==> config.mk <==
export PLATFORM = sky130hd
export DESIGN_NAME = uart_rx_os
export DESIGN_NICKNAME = d
export VERILOG_FILES = /design/src/rtl/uart_pkg.sv /design/src/rtl/uart_rx_os_sync_2ff.sv /design/src/rtl/uart_rx_os.sv
export SDC_FILE = /design/constraint.sdc
export NUM_CORES = 1
export LEC_CHECK = 0
export BUFFER_PORTS_ARGS = -buffer_cell sky130_fd_sc_hd__buf_2
export CAP_MARGIN = 20
export CORE_MARGIN = 8
export CORE_UTILIZATION = 62
export DETAILED_ROUTE_END_ITERATION = 12
export PLACE_DENSITY = 0.83
export REMOVE_ABC_BUFFERS = 1
export SKIP_LAST_GASP = 1
export SLEW_MARGIN = 20
export SYNTH_ARGS = -nofsm -noshare
export SYNTH_HDL_FRONTEND = slang
export SYNTH_SLANG_ARGS = --single-unit
==> constraint.sdc <==
create_clock -name clk -period 4.11 [get_ports clk]
set_input_delay 0.822 -clock clk [delete_from_list [all_inputs] [get_ports clk]]
set_output_delay 0.822 -clock clk [all_outputs]
set_load 0.01 [all_outputs]
==> src/rtl/uart_pkg.sv <==
// rtl/uart_pkg.sv - shared UART state encoding and oversampling constants
package uart_pkg;

   typedef enum logic [2:0] {
      IDLE   = 3'd0,
      START  = 3'd1,
      DATA   = 3'd2,
      PARITY = 3'd3,
      STOP   = 3'd4,
      BREAK  = 3'd5
   } uart_state_t;

   localparam int         OS_RATE   = 16;
   localparam logic [3:0] MID_TICK  = 4'd7;
   localparam logic [3:0] LAST_TICK = 4'd15;

endpackage

==> src/rtl/uart_rx_os_sync_2ff.sv <==
// rtl/uart_rx_os_sync_2ff.sv - two-flop synchroniser for a single async input
module sync_2ff #(
   parameter logic RESET_VAL = 1'b1
) (
   input  logic i_clk,
   input  logic i_reset,
   input  logic i_d,
   output logic o_q
);

   logic r_meta;
   logic r_sync;

   // Two-stage capture; reset value matches the idle level of the line
   always_ff @(posedge i_clk) begin
      if (i_reset) begin
         r_meta <= RESET_VAL;
         r_sync <= RESET_VAL;
      end else begin
         r_meta <= i_d;
         r_sync <= r_meta;
      end
   end

   assign o_q = r_sync;

endmodule

==> src/rtl/uart_rx_os.sv <==
// rtl/uart_rx_os.sv - 16x oversampling UART receiver with optional parity
module uart_rx_os
   import uart_pkg::*;
#(
   parameter int DATA_BITS  = 8,
   parameter int PARITY_EN  = 0,
   parameter int PARITY_ODD = 0
) (
   input  logic                 clk,
   input  logic                 reset,
   input  logic                 os_tick,
   input  logic                 rx,
   output logic [DATA_BITS-1:0] data_out,
   output logic                 data_valid,
   output logic                 frame_err,
   output logic                 parity_err,
   output logic                 busy
);

   localparam int             BW       = $clog2(DATA_BITS + 1);
   localparam logic [BW-1:0]  LAST_BIT = BW'(DATA_BITS - 1);

   logic                 w_rx_s;
   logic                 w_par_exp;

   uart_state_t          r_state;
   logic [3:0]           r_tick;
   logic [BW-1:0]        r_bit;
   logic [DATA_BITS-1:0] r_shift;
   logic [DATA_BITS-1:0] r_data;
   logic                 r_par_bad;
   logic                 r_valid;
   logic                 r_ferr;
   logic                 r_perr;
   logic                 r_busy;

   sync_2ff #(
      .RESET_VAL (1'b1)
   ) u_sync (
      .i_clk   (clk),
      .i_reset (reset),
      .i_d     (rx),
      .o_q     (w_rx_s)
   );

   // Parity bit the transmitter should have sent for the bits shifted in so far
   assign w_par_exp = (^r_shift) ^ (PARITY_ODD != 0);

   // Frame FSM: counters only move on os_tick, strobes are one clock wide
   always_ff @(posedge clk) begin
      if (reset) begin
         r_state   <= IDLE;
         r_tick    <= 4'd0;
         r_bit     <= '0;
         r_shift   <= '0;
         r_data    <= '0;
         r_par_bad <= 1'b0;
         r_valid   <= 1'b0;
         r_ferr    <= 1'b0;
         r_perr    <= 1'b0;
         r_busy    <= 1'b0;
      end else begin
         r_valid <= 1'b0;
         r_ferr  <= 1'b0;
         r_perr  <= 1'b0;
         if (os_tick) begin
            case (r_state)
               IDLE: begin
                  if (!w_rx_s) begin
                     r_state <= START;
                     r_tick  <= 4'd0;
                  end
               end
               START: begin
                  if (r_tick == MID_TICK) begin
                     r_tick <= 4'd0;
                     if (!w_rx_s) begin
                        r_state   <= DATA;
                        r_bit     <= '0;
                        r_busy    <= 1'b1;
                        r_par_bad <= 1'b0;
                     end else begin
                        r_state <= IDLE;
                     end
                  end else begin
                     r_tick <= r_tick + 4'd1;
                  end
               end
               DATA: begin
                  if (r_tick == LAST_TICK) begin
                     r_tick  <= 4'd0;
                     r_shift <= {w_rx_s, r_shift[DATA_BITS-1:1]};
                     r_bit   <= r_bit + BW'(1);
                     if (r_bit == LAST_BIT) begin
                        r_state <= (PARITY_EN != 0) ? PARITY : STOP;
                     end
                  end else begin
                     r_tick <= r_tick + 4'd1;
                  end
               end
               PARITY: begin
                  if (r_tick == LAST_TICK) begin
                     r_tick    <= 4'd0;
                     r_par_bad <= (w_rx_s != w_par_exp);
                     r_state   <= STOP;
                  end else begin
                     r_tick <= r_tick + 4'd1;
                  end
               end
               STOP: begin
                  if (r_tick == LAST_TICK) begin
                     r_tick  <= 4'd0;
                     r_data  <= r_shift;
                     r_busy  <= 1'b0;
                     r_valid <= w_rx_s & ~r_par_bad;
                     r_ferr  <= ~w_rx_s;
                     r_perr  <= r_par_bad;
                     r_state <= w_rx_s ? IDLE : BREAK;
                  end else begin
                     r_tick <= r_tick + 4'd1;
                  end
               end
               BREAK: begin
                  if (w_rx_s) begin
                     r_state <= IDLE;
                  end
               end
               default: begin
                  r_state <= IDLE;
               end
            endcase
         end
      end
   end

   assign data_out   = r_data;
   assign data_valid = r_valid;
   assign frame_err  = r_ferr;
   assign parity_err = r_perr;
   assign busy       = r_busy;

endmodule

==> run_results.csv <==
group,metric,value,unit
final_layout,antenna_cells,0,
timing,whs,0.4199,ns
yosys,async_reset_ff_frac,0,
run,cap_violations,0,
yosys,synthDominantCellAreaShare,0.4162,
worst_setup_path,critPathMaxFanout,12,
final_layout,area_delta_synth_final,5.968,%
timing,max_slew_margin,0.4661,
final_layout,fin_cells,217,
place,dp.cells,210,
route,detail_route.first_pass.iterations,5,
floorplanning,num_rows,18,
power,power_density,301.3,nW/µm²
timing,hold_viol,0,
global_routing,grt_max_degree,33,
cts,cts_sinks,34,
cts,postCtsHoldBufs,0,
timing,fmax,437.4,MHz
yosys,synth_edf_count,0,
final_layout,layout.nets,193,
yosys,syn_area,1635,µm²
hold_path,worstHoldPathType,"reg -> reg",
cts,tritoncts,"built",
global_routing,grt.total_usage,0.1634,
cts,insertion_delay,0.33,ns
place,port_buffers,15,
run_status,status,"finished, final reports clean",
worst_setup_path,cp-start-kind,"flop",
route,vias_per_cell,6.106,
route,antenna_left,0,
route,num_vias,1325,
floorplanning,die_w,67.36,µm
power,ir_drop,0.2477,mV
yosys,synth.area.top_cells,"dfxtp_1, mux2i_1, nor2_1",
yosys,synthFlopType,"dfxtp_1",
power,power,0.5222,mW
timing,rsz0062_at_grt,"no",
global_routing,grt_overflow_total,0,
hold_path,min_path_cells,1,
cts,cts.clk_slew.worst_paths,0.10,ns
route,totalWireLength,3300,µm
route,post_drt_wl_per_cell,15.21,µm
cts,post-cts-setup-buffers,0,
hold_path,min_to,"u_sync.o_q",
global_routing,grt_pass1_vias,1276,
final_layout,final_util,0.6932,
floorplanning,initial_core_util,0.6542,
yosys,avgSynthCellArea,9.187,µm²
final_layout,drive_gt1_frac,0.1711,
power,p_leak,0.7303,nW
timing,setup_viol,0,
timing,tightest_slew,0.7941,ns
yosys,synth.distinct_cells,42,
yosys,ys_ff_latch,34,
timing,period_needed,2.286,ns
floorplanning,die_h,67.36,µm
worst_setup_path,worstPathRequired,4.34,ns
yosys,ys_seq_area_frac,0.4162,
place,gp_congestion,0.8902,
yosys,ys_warn_count,0,
cts,cts_root_buf,"clkbuf_4",
floorplanning,core-area,2500,µm²
worst_setup_path,r2r_setup_slack,1.82,ns
place,preCtsSetupSlack,1.854,ns
global_routing,antenna_found_initial,0,
route,drc_errors,0,
worst_setup_path,startpoint,"r_tick[0]",
yosys,netlist_instances,178,
worst_setup_path,critPathCaptureType,"flop",
cts,cts-resized-gates,0,
floorplanning,die_area,4537,µm²
worst_setup_path,cp.arrival,2.52,ns
timing,finalMaxSlewViolations,0,
cts,cts_buffers,5,
timing,finalClockSkew,0.01218,ns
place,dp_hpwl,2317,µm
worst_setup_path,r2r-end,"data_valid",
cts,htreeDepth,2,
worst_setup_path,reg2reg_depth,4,
final_layout,post-route-cell-area,1733,µm²
worst_setup_path,crit_type,"reg -> reg",
timing,tns,0,ns
final_layout,fill_cells,209,
worst_setup_path,r2r_start,"r_tick[0]",
timing,fin_crit_sh,0.5562,
global_routing,grt_pass1_wl,5740,µm
yosys,yosysTopAreaCell,"dfxtp_1",
timing,timing.final.ws_setup,1.824,ns
hold_path,hold_start,"u_sync.r_meta",
route,drt_iter0_drc,150,
floorplanning,io_pins,16,
cts,clock_path_buffers,2,
place,placed_cell_area,1685,µm²
worst max path at each step:
stage / to / depth (start not counted) / slack [ns]
after global routing: data_valid / 4 / 1.54
after global placement: data_valid / 3 / 1.90
after floorplan: data_valid / 4 / 2.23
final: data_valid / 4 / 1.82
after detailed placement: data_out[3] / 5 / 1.85
after CTS: data_valid / 4 / 1.85
cell usage after synthesis, drive strengths merged, types with 5 or more instances:
cell type	count
a21oi	8
buf	6
clkbuf	7
dfxtp	34
mux2i	17
nand2	5
nand3	7
nand4	5
nor2	22
nor3	5
o21ai	9
xnor2	5
sequential cells by signal, indices dropped and copies added, names as in the netlist:
| register | count |
|---|---|
| u_sync.r_meta | 1 |
| data_out | 8 |
| r_shift | 8 |
| r_tick | 4 |
| r_par_bad | 1 |
| parity_err | 1 |
| u_sync.o_q | 1 |
| data_valid | 1 |
| frame_err | 1 |
| r_state | 3 |
| r_bit | 4 |
| busy | 1 |
logic make-up (layout without fill, tap and decap cells):
logic type      count (synthesis)  count (layout)  share of synthesized area
simple gates                   64              64                     0.2096
compound gates                 35              35                     0.1507
flops                          34              34                     0.4162
mux                            17              17                     0.1041
buf+inv                        17              26                    0.04743
xor+xnor                        9               9                    0.05662
fa+ha+maj                       2               2                    0.01530
power by group:
| part | internal, mW | switching, mW |
|---|---|---|
| logic | 0.00710 | 0.0144 |
| clock network | 0.0614 | 0.106 |
| registers | 0.331 | 0.00247 |
critical path, stage by stage (launching register included):
cell and delay [ns]:
dfxtp_1 0.39, ha_1 0.31, and3_1 0.41, nand4_1 0.63
nor4b_1 0.45
layout make-up:
| cell class | count | area, µm² | share of cell area |
|---|---|---|---|
| Clock inverter | 2 | 10.01 | 0.005776 |
| Clock buffer | 5 | 37.54 | 0.02166 |
| Timing Repair Buffer | 15 | 75.07 | 0.04332 |
| Multi-Input combinational cell | 127 | 877.1 | 0.5061 |
| Inverter | 4 | 15.01 | 0.008664 |
| Sequential cell | 34 | 680.7 | 0.3928 |
| Tap cell | 30 | 37.54 | 0.02166 |
layout by cell type, fill, tap and decap left out, types with 3 or more instances in the layout:
| cell | n |
|---|---|
| nor2_1 | 22 |
| a21oi_1 | 8 |
| nand4_1 | 5 |
| mux2i_1 | 17 |
| nand2_1 | 5 |
| o21ai_0 | 9 |
| buf_2 | 15 |
| nand3_1 | 7 |
| dfxtp_1 | 34 |
| xor2_1 | 3 |
| clkbuf_4 | 5 |
| nor3_1 | 5 |
| o31ai_1 | 4 |
| inv_1 | 4 |
| xnor2_1 | 5 |
per-layer routing:
layer  vias up  wire (µm)  track usage
li1        658          -            -
met1       624       1475       0.1979
met2        34       1605       0.2593
met3         9        145      0.04139
met4         0         73      0.09138
met5         -          0            0
(Power assumes the default switching activity.)
